File: config.mk
export PLATFORM = sky130hd
export DESIGN_NAME = priority_encoder16_4_seq
export DESIGN_NICKNAME = d
export VERILOG_FILES = /design/src/rtl/priority_encoder16_4_seq.sv
export SDC_FILE = /design/constraint.sdc
export NUM_CORES = 1
export LEC_CHECK = 0
export CAP_MARGIN = 20
export CELL_PAD_IN_SITES_DETAIL_PLACEMENT = 1
export CELL_PAD_IN_SITES_GLOBAL_PLACEMENT = 2
export CORE_ASPECT_RATIO = 0.5
export CORE_MARGIN = 2
export CORE_UTILIZATION = 22
export DETAILED_ROUTE_END_ITERATION = 16
export PLACE_DENSITY_LB_ADDON = 0.1
export SYNTH_ARGS = -nofsm -noshare
export SYNTH_HDL_FRONTEND = slang
export SYNTH_SLANG_ARGS = --single-unit
File: constraint.sdc
create_clock -name clk -period 1.55 [get_ports clk]
set_input_delay 0.31 -clock clk [delete_from_list [all_inputs] [get_ports clk]]
set_output_delay 0.31 -clock clk [all_outputs]
set_load 0.01 [all_outputs]
File: src/rtl/priority_encoder16_4_seq.sv
// priority_encoder16_4_seq
//
// Registered 16-to-4 priority encoder that sits between the peripheral and
// exception request lines and the control unit. Requests are latched into a
// pending register. The highest-index pending request is granted as a 4-bit
// code with a valid/ack handshake. The consumer takes one code at a time and
// acknowledges it, which clears that bit from the pending set.
//
// Ports:
//   clk      rising-edge clock, the only clock
//   rst      synchronous, active-high reset; overrides every other input
//   en       grant enable; requests are still latched while it is low
//   req      request lines, sampled every cycle (a 1-cycle pulse is enough)
//   ack      consumer accepts the current code; ignored while valid=0
//   code     encoded index of the granted request
//   valid    code holds a granted, unacknowledged request
//   pending  latched requests not yet acknowledged, including the granted one
//   any      OR-reduction of pending
//
// N_REQ must equal 2**CODE_W so that every request line has a code.

module priority_encoder16_4_seq #(
  parameter int N_REQ  = 16,
  parameter int CODE_W = 4
) (
  input  logic              clk,
  input  logic              rst,
  input  logic              en,
  input  logic [N_REQ-1:0]  req,
  input  logic              ack,
  output logic [CODE_W-1:0] code,
  output logic              valid,
  output logic [N_REQ-1:0]  pending,
  output logic              any
);

  typedef enum logic {
    IDLE = 1'b0,
    BUSY = 1'b1
  } state_t;

  state_t             state, state_next;
  logic [CODE_W-1:0]  code_next;
  logic [CODE_W-1:0]  top_index;
  logic [N_REQ-1:0]   pending_next;
  logic [N_REQ-1:0]   clr;

  // Find the highest set bit of the registered pending value. Later loop
  // iterations override earlier ones, so the top index wins. Selection never
  // looks at raw req, so a new request is granted one edge after it is latched.
  always_comb begin
    top_index = '0;
    for (int i = 0; i < N_REQ; i++) begin
      if (pending[i]) begin
        top_index = CODE_W'(i);
      end
    end
  end

  // Clear mask for the granted bit on an accepted handshake. req is OR-ed in
  // after the clear, so a re-request of the granted line in the same cycle
  // keeps it pending and it is granted again later.
  always_comb begin
    clr = '0;
    if (state == BUSY && ack) begin
      clr = {{(N_REQ-1){1'b0}}, 1'b1} << code;
    end
    pending_next = (pending & ~clr) | req;
  end

  // Next-state logic. IDLE issues a grant only when enabled and something is
  // pending. BUSY freezes code until ack, so a higher-priority arrival does
  // not pre-empt the grant and en=0 does not withdraw it. Returning to IDLE
  // after ack creates the one-cycle bubble between grants.
  always_comb begin
    state_next = state;
    code_next  = code;
    unique case (state)
      IDLE: begin
        if (en && (pending != '0)) begin
          code_next  = top_index;
          state_next = BUSY;
        end
      end
      BUSY: begin
        if (ack) begin
          state_next = IDLE;
        end
      end
      default: begin
        state_next = IDLE;
      end
    endcase
  end

  // State, code and pending registers. Reset drops any grant in flight and
  // all latched requests; nothing is replayed afterwards.
  always_ff @(posedge clk) begin
    if (rst) begin
      state   <= IDLE;
      code    <= '0;
      pending <= '0;
    end else begin
      state   <= state_next;
      code    <= code_next;
      pending <= pending_next;
    end
  end

  assign valid = (state == BUSY);
  assign any   = |pending;

endmodule

==> reports/qor.csv <==
metric;value;unit
Cells after Synth;118;
initial antenna violation count;0;
clock latency on the worst-skew pair;270;ps
vias;1155;
WL/cell;15.4;um
worst slack at placement;-232;ps
Layout Skew;8.27;ps
die height;51.0;um
critical path required time;1240;ps
worst rel slew slack;72.3;%
dpl hpwl;2.85;mm
worst r2r path cells;4;
Die Span X;98.1;um
CP Launch Type;flop;
H-tree depth;1;
CTS tree;yes;
post-synth net total;138;
Fin. Hold Viols;0;
clk root buf;clkbuf_8;
status;complete, but fails checks;
Initial DRC Count;32;
global-route wire length before repair;5.59;mm
Distinct cells, synth;28;
port bufs;41;
gpl congestion;0.802;
YS warnings;0;
GRT overflow;0;
DRT antenna net count;0;
power per cell area;796;mW/mm2
Setup WS post-layout;-68.2;ps
DP Cell Count;240;
Placeable Area;0.00432;mm2
critical-path cell list;nor4_4 -> buf_4 -> nand4_1 -> buf_2;
Hold Path Class;primary input to flop;
Seq/Total Area, Yosys;43.2;%
upper clock frequency limit;618;MHz
Synth Register Bits;21;
die area;0.00501;mm2
unrepaired setup endpoints after global routing;yes;
clock sink total;21;
worst-path maximum fanout;2;
diodes inserted;0;
WP data arrival;1310;ps
Hold Path Stages;4;
CTS clk-pin slew, worst paths;80;ps
Slew Viols, Final;0;
Avg Vias per Cell;4.71;
Final nets;209;
Hold Buf Count CTS;0;
VDD IR max;0.316;mV
gr usage total;14.6;%
Final Cycle Share;104;%
I/O pin count;42;
critical-path cell with the highest stage delay;dfxtp_2;
R2R Setup Slk;50;ps
first-pass iteration count of the detailed router;4;
Initial Util;22.5;%
Hold Path Origin;ack;
Setup CP Type;flop to primary output;
Num CTS Buffers;3;
LEAKAGE;0.793;nW
R2R Path End;code[0]$_SDFFE_PP0P_;
# setup viols final;1;
synthesized area per cell;8.25;um2
critical path's largest stage delay;340;ps
row cnt;17;
failing checks;setup timing;
CP bufs+invs;2;
DRC Markers;0;
Max Cap Viol;0;
vias in the first global route;1134;
Non-Filler Instances;245;
largest net degree at the start of global routing;22;
hold endpoint;valid$_SDFF_PP0_;
Slew @ Worst Pin;415;ps
crit path time final;1620;ps
maximum clock path buffer count;2;
CP endpoint kind;primary output;
Area growth, synth to finish;80.5;%
layout cells sized above 1;28.7;%
worst r2r src;pending[9]$_SDFF_PP0_;
mapped cell area;973;um2
final WL;3.77;mm
crit-path leading delay family;simple AND/OR/NAND/NOR gates;
kinds of logic (layout without fill, tap and decap cells):
kind of cell | after synthesis | count (layout) | synth area share (%)
AOI/OAI and AO/OA | 39 | 39 | 23.5
and+or+nand+nor | 37 | 37 | 23.9
DFF | 21 | 21 | 43.2
buffers and inverters | 19 | 89 | 7.33
muxes | 2 | 2 | 2.06
worst max path at each step:
stage                                      start                    end  cells past startpoint  slack [ps]
after detailed placement                     ack  pending[0]$_SDFF_PP0_                      5        -230
after CTS                  pending[4]$_SDFF_PP0_                    any                      4         -70
after floorplan           pending[13]$_SDFF_PP0_   code[0]$_SDFFE_PP0P_                      3         150
final                      pending[0]$_SDFF_PP0_                    any                      4         -70
after global routing       pending[0]$_SDFF_PP0_                    any                      4        -140
after global placement                       ack  pending[0]$_SDFF_PP0_                      5        -180
registers in the layout, summed over array words and instances (netlist names):
name	count
code	4
pending	16
valid	1
cell usage in the layout (no fill, tap or decap), types with 2 or more instances in the layout:
cell type        count
o31ai_1              2
dfxtp_2             11
mux2i_1              2
nor2_1              12
nand4_1              2
dfxtp_1              9
nand2_1              3
o21ai_0             13
a21oi_1             17
nor4_4               2
nand4b_1             2
nor4_2               2
dlymetal6s2s_1       4
dlygate4sd2_1       15
buf_4               26
or3_1                4
nand2b_1             4
clkbuf_8             3
clkdlybuf4s50_1     21
inv_1               16
routing by layer:
layer	part of all wire [%]	vias to the layer above	track usage [%]
li1	-	564	-
met1	50	561	20.8
met2	44	28	22.0
met3	5.1	2	4.38
met4	0.50	0	2.78
met5	0	-	0
synth_stat cells:
master | number | area, um2
a2111oi_0 | 2 | 17.5
a211oi_1 | 1 | 7.51
a21oi_1 | 17 | 85.1
a221oi_1 | 1 | 8.76
a311oi_1 | 1 | 8.76
a41oi_2 | 1 | 16.3
clkbuf_1 | 2 | 7.51
dfxtp_1 | 21 | 420
inv_1 | 16 | 60.1
inv_2 | 1 | 3.75
mux2i_1 | 2 | 20.0
nand2_1 | 3 | 11.3
nand2b_1 | 4 | 25.0
nand4_1 | 2 | 12.5
nand4b_1 | 2 | 17.5
nor2_1 | 12 | 45.0
nor3_1 | 1 | 5.00
nor3b_1 | 1 | 7.51
nor4_1 | 2 | 12.5
nor4_2 | 2 | 25.0
nor4_4 | 1 | 21.3
nor4b_1 | 1 | 8.76
o21ai_0 | 13 | 65.1
o21ai_1 | 1 | 5.00
o31ai_1 | 2 | 15.0
or3_1 | 4 | 25.0
or4_1 | 1 | 7.51
or4_2 | 1 | 8.76
timing repair:
action / in CTS / in global routing
setup endpoints to repair: 21 / 10
setup buffers: 1 / 0
gates resized for setup: 30 / 14
pin swaps: 0 / 3
layout make-up:
class	instances	area, um2
Inverter	17	63.8
Multi-Input combinational cell	78	526
Tap cell	57	71.3
Fill cell	529	2560
Clock buffer	3	41.3
Clock inverter	1	5.00
Sequential cell	21	438
Timing Repair Buffer	68	612
metrics by stage:
stage / setup TNS [ps] / power [mW] / utilization, % / hold WS (ps) / area [um2]
after global routing: -149 / 1.49 / 40.7 / 534 / 1760
after global placement: -1430 / 1.03 / 38.3 / 594 / 1660
final: -68.2 / 1.40 / 40.7 / 472 / 1760
after floorplan: 0 / 0.772 / - / 382 / 973
after detailed placement: -1780 / 1.03 / 38.3 / 604 / 1660
after CTS: -66.3 / 1.39 / 39.4 / 560 / 1700
worst reg2reg max path, stage by stage, from the launching register on:
cell and delay, ps:
dfxtp_2 340, buf_4 150, or4_2 680, o21ai_2 130, a311oi_1 90
where the power goes:
group	internal [mW]	switching, mW
Combinational	0.215	0.186
Clock	0.179	0.187
Sequential	0.586	0.0446
Total	0.981	0.418
Note: power is estimated with default switching activity, not from simulation.
